--- src/rtl/wrap_pkg.sv ---
// Shared definitions for the policy write/read-back checker: data width,
// default geometry, controller state encoding and the expected-word helper.
package wrap_pkg;

  localparam int DATA_W        = 32;
  localparam int DEF_N_ENTRIES = 4;
  localparam logic [DATA_W-1:0] DEF_POLICY_BASE = 32'hC0DE_0000;

  typedef enum logic [2:0] {
    IDLE    = 3'd0,
    WR_REQ  = 3'd1,
    WR_WAIT = 3'd2,
    RD_REQ  = 3'd3,
    RD_WAIT = 3'd4,
    CHECK   = 3'd5
  } state_t;

  function automatic logic [DATA_W-1:0] policy_word(input logic [DATA_W-1:0] base,
                                                    input logic [DATA_W-1:0] idx);
    return base + idx;
  endfunction

endpackage

--- src/rtl/policy_regs.sv ---
// Policy register file with valid/ready ports. Ready answers one cycle after
// valid rises; writes land on the handshake cycle, reads return registered data.
module policy_regs
  import wrap_pkg::*;
#(
  parameter int N_ENTRIES = DEF_N_ENTRIES,
  parameter int IDX_W     = (N_ENTRIES > 1) ? $clog2(N_ENTRIES) : 1
) (
  input  logic              asclk,
  input  logic              aresetn,
  input  logic              wr_valid,
  input  logic [IDX_W-1:0]  wr_addr,
  input  logic [DATA_W-1:0] wr_data,
  output logic              wr_ready,
  input  logic              rd_valid,
  input  logic [IDX_W-1:0]  rd_addr,
  output logic              rd_ready,
  output logic [DATA_W-1:0] rd_data
);

  logic [DATA_W-1:0]    entry_reg [N_ENTRIES];
  logic [N_ENTRIES-1:0] wr_hit;
  logic                 wr_ready_reg;
  logic                 rd_ready_reg;
  logic [DATA_W-1:0]    rd_data_reg;

  genvar gi;
  generate
    for (gi = 0; gi < N_ENTRIES; gi++) begin : g_hit
      assign wr_hit[gi] = wr_valid && wr_ready_reg && (wr_addr == IDX_W'(gi));
    end
  endgenerate

  always_ff @(posedge asclk or negedge aresetn) begin
    if (!aresetn) begin
      for (int i = 0; i < N_ENTRIES; i++) entry_reg[i] <= '0;
    end else begin
      for (int i = 0; i < N_ENTRIES; i++) begin
        if (wr_hit[i]) entry_reg[i] <= wr_data;
      end
    end
  end

  // Ready pulses for exactly one cycle per request, so each valid phase is two cycles.
  always_ff @(posedge asclk or negedge aresetn) begin
    if (!aresetn) begin
      wr_ready_reg <= 1'b0;
      rd_ready_reg <= 1'b0;
      rd_data_reg  <= '0;
    end else begin
      wr_ready_reg <= wr_valid && !wr_ready_reg;
      rd_ready_reg <= rd_valid && !rd_ready_reg;
      if (rd_valid && !rd_ready_reg) rd_data_reg <= entry_reg[rd_addr];
    end
  end

  assign wr_ready = wr_ready_reg;
  assign rd_ready = rd_ready_reg;
  assign rd_data  = rd_data_reg;

endmodule

--- src/rtl/wrap.sv ---
// Policy controller: edge-detects write/read requests, writes the expected
// pattern into policy_regs, reads it back and reports match or mismatch.
module wrap
  import wrap_pkg::*;
#(
  parameter int                N_ENTRIES   = DEF_N_ENTRIES,
  parameter logic [DATA_W-1:0] POLICY_BASE = DEF_POLICY_BASE
) (
  input  logic asclk,
  input  logic aresetn,
  input  logic start_w,
  input  logic start_r,
  output logic check_policy,
  output logic check_false_policy
);

  localparam int IDX_W = (N_ENTRIES > 1) ? $clog2(N_ENTRIES) : 1;
  localparam logic [IDX_W-1:0] LAST_IDX = IDX_W'(N_ENTRIES - 1);

  state_t            state_reg, state_next;
  logic [IDX_W-1:0]  index_reg, index_next;
  logic              mismatch_reg, mismatch_next;
  logic              check_policy_reg, check_policy_next;
  logic              check_false_reg, check_false_next;
  logic              start_w_reg, start_r_reg, armed_reg;
  logic              edge_w, edge_r;
  logic              wr_valid, wr_ready, rd_valid, rd_ready;
  logic [DATA_W-1:0] rd_data, expected_word;

  // armed_reg masks the first cycle after reset so held-high levels never count.
  assign edge_w = armed_reg && start_w && !start_w_reg;
  assign edge_r = armed_reg && start_r && !start_r_reg;

  assign expected_word = policy_word(POLICY_BASE, DATA_W'(index_reg));
  assign wr_valid      = (state_reg == WR_REQ) || (state_reg == WR_WAIT);
  assign rd_valid      = (state_reg == RD_REQ) || (state_reg == RD_WAIT);

  policy_regs #(
    .N_ENTRIES (N_ENTRIES),
    .IDX_W     (IDX_W)
  ) u_regs (
    .asclk    (asclk),
    .aresetn  (aresetn),
    .wr_valid (wr_valid),
    .wr_addr  (index_reg),
    .wr_data  (expected_word),
    .wr_ready (wr_ready),
    .rd_valid (rd_valid),
    .rd_addr  (index_reg),
    .rd_ready (rd_ready),
    .rd_data  (rd_data)
  );

  always_ff @(posedge asclk or negedge aresetn) begin
    if (!aresetn) begin
      state_reg        <= IDLE;
      index_reg        <= '0;
      mismatch_reg     <= 1'b0;
      check_policy_reg <= 1'b0;
      check_false_reg  <= 1'b0;
      start_w_reg      <= 1'b0;
      start_r_reg      <= 1'b0;
      armed_reg        <= 1'b0;
    end else begin
      state_reg        <= state_next;
      index_reg        <= index_next;
      mismatch_reg     <= mismatch_next;
      check_policy_reg <= check_policy_next;
      check_false_reg  <= check_false_next;
      start_w_reg      <= start_w;
      start_r_reg      <= start_r;
      armed_reg        <= 1'b1;
    end
  end

  always_comb begin
    state_next        = state_reg;
    index_next        = index_reg;
    mismatch_next     = mismatch_reg;
    check_policy_next = check_policy_reg;
    check_false_next  = check_false_reg;
    case (state_reg)
      IDLE: begin
        // Write wins when both requests rise together; the read is dropped.
        if (edge_w || edge_r) begin
          state_next        = edge_w ? WR_REQ : RD_REQ;
          index_next        = '0;
          mismatch_next     = 1'b0;
          check_policy_next = 1'b0;
          check_false_next  = 1'b0;
        end
      end
      WR_REQ: state_next = WR_WAIT;
      WR_WAIT: begin
        if (wr_ready) begin
          index_next = index_reg + IDX_W'(1);
          state_next = (index_reg < LAST_IDX) ? WR_REQ : IDLE;
        end
      end
      RD_REQ: state_next = RD_WAIT;
      RD_WAIT: begin
        if (rd_ready) begin
          mismatch_next = mismatch_reg || (rd_data != expected_word);
          index_next    = index_reg + IDX_W'(1);
          state_next    = (index_reg < LAST_IDX) ? RD_REQ : CHECK;
        end
      end
      CHECK: begin
        check_policy_next = !mismatch_reg;
        check_false_next  = mismatch_reg;
        state_next        = IDLE;
      end
      default: state_next = IDLE;
    endcase
  end

  assign check_policy       = check_policy_reg;
  assign check_false_policy = check_false_reg;

endmodule

--- config.mk ---
export PLATFORM = sky130hd
export DESIGN_NAME = wrap
export DESIGN_NICKNAME = d
export VERILOG_FILES = /design/src/rtl/wrap_pkg.sv /design/src/rtl/policy_regs.sv /design/src/rtl/wrap.sv
export SDC_FILE = /design/constraint.sdc
export NUM_CORES = 1
export LEC_CHECK = 0
export ABC_CLOCK_PERIOD_IN_PS = 1700
export CAP_MARGIN = 20
export CORE_MARGIN = 4
export CORE_UTILIZATION = 55
export CTS_BUF_LIST = sky130_fd_sc_hd__clkbuf_4
export CTS_CLUSTER_SIZE = 40
export DETAILED_ROUTE_END_ITERATION = 12
export GPL_TIMING_DRIVEN = 0
export PLACE_DENSITY = 0.72
export SETUP_SLACK_MARGIN = 0.15
export SLEW_MARGIN = 15
export SYNTH_ARGS = -nofsm -noshare
export SYNTH_HDL_FRONTEND = slang
export SYNTH_SLANG_ARGS = --single-unit
--- constraint.sdc ---
create_clock -name asclk -period 1.7 [get_ports asclk]
set_clock_uncertainty 0.1 [all_clocks]
set_input_delay 0.425 -clock asclk [delete_from_list [all_inputs] [get_ports asclk]]
set_output_delay 0.425 -clock asclk [all_outputs]
set_load 0.005 [all_outputs]
==> results of run 1 <==
area by class of cell:
class	instances	area, µm²
Timing Repair Buffer	30	243
Sequential cell	28	703
Inverter	6	25.0
Clock inverter	1	30.0
Fill cell	123	435
Buffer	5	42.5
Tap cell	28	35.0
Multi-Input combinational cell	77	761
Clock buffer	3	22.5
cell usage in the layout (no fill, tap or decap), types with 2 or more instances in the layout:
cell type,instances
nand3_1,3
dlygate4sd2_1,3
mux2_4,3
nor2_1,5
mux4_2,3
clkbuf_4,4
nand2_2,5
or2b_1,4
nor2b_4,2
dfrtp_2,2
inv_1,4
nand2_1,4
buf_4,22
ha_1,4
a21o_1,2
mux2_2,8
dfrtp_1,26
o21ai_0,5
buf_6,5
xnor2_1,2
nor2b_2,2
cells in the mapped netlist (2+ instances only):
cell      number  area (µm²)
a21o_1         2        15.0
a21oi_1        2        10.0
buf_2          2        10.0
clkbuf_1       2        7.51
dfrtp_1       28         701
ha_1           4        50.1
inv_1          6        22.5
mux2_2        11         124
mux4_2         3        67.6
nand2_1        9        33.8
nand3_1        3        15.0
nor2_1         6        22.5
nor2b_1        4        25.0
o21ai_0        6        30.0
o22ai_1        2        12.5
or2b_1         4        30.0
xnor2_1        2        17.5
path summary, 6_finish.rpt:
kind                            slack [ns]                   end            startpoint
worst max-delay path                -0.006  u_regs.entry_reg[97]          state_reg[1]
worst min-delay path                  0.23           start_r_reg               start_r
worst max register to register      -0.006  u_regs.entry_reg[97]          state_reg[1]
worst min register to register        0.39  u_regs.entry_reg[94]  u_regs.entry_reg[94]
max in group asynchronous             0.54          index_reg[0]               aresetn
min in group asynchronous             0.52          check_policy               aresetn
metrics by stage:
stage	std cells	hold WS [ns]	power, mW	area [µm²]
after detailed placement	149	0.356	2.06	1460
after global routing	178	0.225	3.43	1860
after CTS	175	0.228	3.00	1790
after floorplan	116	0.0294	1.82	1380
after global placement	149	0.343	2.02	1470
final	178	0.230	3.27	1860
logic make-up after synthesis:
logic type / after synthesis
DFF: 28
AOI/OAI and AO/OA: 24
other: 1
buffers and inverters: 11
adders and majority gates: 4
and+or+nand+nor: 31
xor gates and xnor gates: 3
muxes: 14
power by group through the flow:
stage	registers (mW)	clock network (mW)	logic (mW)
4_1_cts	1.05	0.450	1.49
3_3_place_gp	1.06	0	0.964
6_report	1.07	0.445	1.75
5_1_grt	1.09	0.476	1.86
2_1_floorplan	1.02	0	0.801
3_5_place_dp	1.08	0	0.979
routing by layer:
metal,GRT usage (%),vias to the layer above,part of all wire (%)
li1,-,475,-
met1,29.6,532,43
met2,31.8,53,47
met4,10.3,0,5.0
met3,2.45,21,4.9
met5,0,-,0
timing repair:
| action | 4_1_cts | 5_1_grt |
|---|---|---|
| cloned | 0 | 0 |
| pin swaps | 11 | 7 |
| buffers inserted | 21 | 3 |
| hold buffers | 1 | 0 |
| endpoints found under the hold margin | 28 | 0 |
| endpoints found under the setup margin | 18 | 17 |
| resized for setup | 32 | 15 |
==> impl_metrics.ini, run 1 <==
[clock_network]
cts_buffers = 3
cts_tree = yes
clockBufferDepth = 2
path_clk_slew_ns = 0.16
cts_root_buffer = clkbuf_4
clk_latency_ns = 0.33
cts_num_sinks = 28
cts_htree_levels = 1

[synthesis]
ys_types = 37
synth_edf_count = 0
yosysWarnings = 0
synth_cells = 116
syn_nets = 124
synthSimpleGateAreaFrac_pct = 12.4
synth_xor_area_share_pct = 2.46
muxShareOfSynthArea_pct = 13.9
netlist_area_um2 = 1370
ys_seq_elements = 28
yosysSeqAreaShare_pct = 51.0
postSynthAreaPerCell_um2 = 11.8
synth_ff_type = dfrtp_1
async_flop_share_pct = 100
synth_fa_ha_area_share_pct = 3.64
synth_compound_gate_area_share_pct = 12.6
synth_top_family_by_area = multiplexers

[worst_setup_path]
slowest_stage = dfrtp_1
path_cells = buf_6 > xnor2_4 > nor3b_4 > nand2_2 > mux2_2
crit_arrival_ns = 1.84
worstSetupEndpointType = register
crit_fanout = 4
crit_required_ns = 1.84
cp-start-kind = register
cp_num_cells = 5
r2r_cells = 5
path_buf_inv = 1
crit_type = reg2reg
slowest_delay_ns = 0.42
crit_family = simple AND/OR/NAND/NOR gates

[timing]
setup_viol = 1
max_clock_freq_ghz = 0.586
maxSlewViolCount = 0
slew_headroom_pct = 58.0
min_period_ns = 1.71
worstMarginPinSlew_ns = 0.630
fin_crit_sh_pct = 100
final_hold_viol_count = 0
rsz0062_at_grt = yes
worst_slack_ns = -0.00591
setup_tns_ns = -0.00591

[run_status]
violations = setup timing
status = complete, but fails checks

[placement]
io_buffers = 5
dp_hpwl_mm = 1.73
post-place-ws_ns = -0.428
gp_congestion = 0.872

[routing]
vias = 1081
wirelength_mm = 3.65
drtIter0Drc = 57
drc = 0
wl_per_cell_um = 20.5
drtPass1Iterations = 4
ant_nets = 0
viasPerCell = 6.07

[final_layout]
drive_above_1_share_pct = 49.3
nNetsFinal = 159
syn2layout_area_growth_pct = 35.5
largest_reg_flops = 12
diodes = 0
utilization_pct = 81.0

[global_route]
first_global_vias = 1029
grt_antenna_before_repair = 0
grt_usage_pct = 20.9
grt_max_degree = 29
grt_pass1_wl_mm = 5.27
globalRouteOverflowTotal = 0

[power]
powerDensity_nw_per_um2 = 1750
p_leak_nw = 0.858
ir_drop_uv = 1130
switching_share_pct = 37.5
clkPwrFrac_pct = 13.6
intPower_mw = 2.04
p_sw_mw = 1.22
power_frac_seq_pct = 32.9
combPwrFrac_pct = 53.5

[floorplanning]
core_area_um2 = 2300
row_count = 17
die_y_um = 58.0
die-area_um2 = 3360
initial_core_util_pct = 59.8
io_pins = 6
die_x_um = 58.0

[run]
max-cap-violations = 0

[min_path]
whs_path_depth = 1
min_path_type = in2reg
(Power assumes the default switching activity.)
==> run 2, diff against run 1 <==
--- a/config.mk
+++ b/config.mk
@@ -5,15 +5,16 @@
 export SDC_FILE = /design/constraint.sdc
 export NUM_CORES = 1
 export LEC_CHECK = 0
+export ABC_AREA = 1
 export ABC_CLOCK_PERIOD_IN_PS = 1700
 export CAP_MARGIN = 20
 export CORE_MARGIN = 4
-export CORE_UTILIZATION = 55
+export CORE_UTILIZATION = 56
 export CTS_BUF_LIST = sky130_fd_sc_hd__clkbuf_4
 export CTS_CLUSTER_SIZE = 40
 export DETAILED_ROUTE_END_ITERATION = 12
 export GPL_TIMING_DRIVEN = 0
-export PLACE_DENSITY = 0.72
+export PLACE_DENSITY = 0.73
 export SETUP_SLACK_MARGIN = 0.15
 export SLEW_MARGIN = 15
 export SYNTH_ARGS = -nofsm -noshare
==> run 2 against run 1 <==
Against the previous run: the run ends with hold timing left; sequential power about the same; flip-flop and latch count unchanged; critical path depth decreased by 4; largest cell class is now registers; core utilization decreased by 15 points; final cell count increased by 12%; global-route usage decreased by 4.7 points; non-clock buffer count decreased by 28; synthesized cell count increased by 41%.
==> impl_metrics.ini, run 2 <==
[routing]
viasPerCell = 5.12
drtPass1Iterations = 4
drtIter0Drc = 32
wirelength_mm = 2.34
wl_per_cell_um = 11.7
ant_nets = 0
vias = 1024
drc = 0

[floorplanning]
die-area_um2 = 3340
initial_core_util_pct = 61.0
row_count = 17
die_y_um = 57.8
core_area_um2 = 2280
io_pins = 6
die_x_um = 57.8

[synthesis]
synth.most_common_cell = nand2_1
postSynthAreaPerCell_um2 = 8.52
synth_edf_count = 0
synthSimpleGateAreaFrac_pct = 24.5
synth_fa_ha_area_share_pct = 3.60
netlist.area_leader.share_pct = 50.5
muxShareOfSynthArea_pct = 0
async_flop_share_pct = 100
synthTopCellsByCount = nand2_1 (38), dfrtp_1 (28), inv_1 (24)
yosysWarnings = 0
ys_types = 22
syn_nets = 171
netlist_area_um2 = 1390
yosysTopAreaCell = dfrtp_1
ys_seq_elements = 28
yosysSeqAreaShare_pct = 50.5
synth_xor_area_share_pct = 0.631
synth.area.top_cells = dfrtp_1 (50%), nand2_1 (10%), o21ai_0 (7.2%)
synth_ff_type = dfrtp_1
synth_compound_gate_area_share_pct = 11.6
synth_top_family_by_area = simple AND/OR/NAND/NOR gates
synth_cells = 163

[power]
p_leak_nw = 0.745
ir_drop_uv = 1010
totalPowerFinal_mw = 2.41
powerDensity_nw_per_um2 = 1610

[worst_setup_path]
slowest_stage = dfrtp_1
crit_type = reg2out
cp-start-kind = register
r2r_slack_ns = 0.25
path_buf_inv = 1
rr_endpoint = u_regs.entry_reg[126]
cp_num_cells = 1
cp-endpoint = check_false_policy
path_cells = clkdlybuf4s15_1
slowest_delay_ns = 0.41
crit_arrival_ns = 0.92
crit_family = flip-flops
rr_startpoint = index_reg[1]
r2r_cells = 6
worstSetupEndpointType = output port
crit_required_ns = 1.17
crit_fanout = 2
worstSetupStartpoint = check_false_policy

[global_route]
globalRouteOverflowTotal = 0
grt_antenna_before_repair = 0
grt_usage_pct = 16.2
grt_pass1_wl_mm = 4.26
first_global_vias = 1013
grt_max_degree = 29

[final_layout]
layout_common_cells = nand2_1 (38), dfrtp_1 (26), inv_1 (22), o21ai_0 (20), nand3_1 (9)
final_cell_area_um2 = 1500
drive_above_1_share_pct = 16.3
largest_reg_flops = 12
diodes = 0
mostFrequentLayoutCell = nand2_1
syn2layout_area_growth_pct = 8.20
utilization_pct = 66.0
nNetsFinal = 181

[run_status]
status = complete, but fails checks
violations = hold timing

[clock_network]
cts_setup_buffers = 0
clockBufferDepth = 2
cts_num_sinks = 28
cts_htree_levels = 1
cts_hold_buf = 0
clk_latency_ns = 0.31
cts_root_buffer = clkbuf_4
post_cts_resize_count = 2
cts_tree = yes
cts_buffers = 3
path_clk_slew_ns = 0.14

[timing]
rsz0062_at_grt = no
fin_crit_sh_pct = 85.0
final_hold_viol_count = 28
maxSlewViolCount = 0
min_period_ns = 1.45
setup_tns_ns = 0
hold_slack_ns = -0.00612
setup_viol = 0
worstMarginPinSlew_ns = 0.598
slew_headroom_pct = 60.1
max_clock_freq_ghz = 0.692

[min_path]
min_path_type = in2async

[run]
max-cap-violations = 0

[placement]
gp_congestion = 0.852
placed_cell_area_um2 = 1470
dp_hpwl_mm = 1.80
io_buffers = 5
[run 2: layout make-up]
type / count / area (µm²)
plain buffers: 2 / 22.5
clock buffers: 3 / 22.5
clock inverters: 1 / 3.75
fillers: 192 / 773
inverters: 27 / 101
multi-input cells: 106 / 569
flip-flops and latches: 28 / 703
well taps: 28 / 35.0
repair buffers: 5 / 45.0
[run 2: per-stage QoR]
stage          std cells  hold WS, ns  worst slack [ns]
5_1_grt              200       0.0252             0.167
4_1_cts              200       0.0118             0.170
3_3_place_gp         196        0.347            -0.278
2_1_floorplan        163       0.0294             0.369
3_5_place_dp         196        0.355           -0.0199
6_report             200     -0.00612             0.255
[run 2: how the worst min path moves through the flow]
stage,to,cells after the start,slack (ns),from
floorplan,armed_reg,0,0.03,aresetn
global placement,u_regs.entry_reg[94],2,0.35,u_regs.entry_reg[94]
detailed placement,u_regs.entry_reg[62],1,0.35,u_regs.entry_reg[62]
CTS,check_policy,1,0.01,aresetn
global route,check_policy,1,0.03,aresetn
finish,check_policy,1,-0.006,aresetn
[run 2: kinds of logic (layout without fill, tap and decap cells)]
family	Yosys count	count (layout)
and+or+nand+nor	71	71
AOI/OAI and AO/OA	29	29
buffers and inverters	29	38
DFF	28	28
adders and majority gates	4	4
other	1	1
xor gates and xnor gates	1	1
[run 2: per-layer routing]
metal  track usage, %  vias to the layer above  routed length (µm)
li1                 -                      527                   -
met1             23.0                      467                1160
met2             26.0                       28                1080
met3             3.34                        2                  91
met4             2.98                        0                  11
met5                0                        -                   0
[run 2: power breakdown]
part	total, mW	internal (mW)	switching [mW]
registers	1.09	0.902	0.186
logic	1.06	0.412	0.649
clock network	0.265	0.0858	0.179
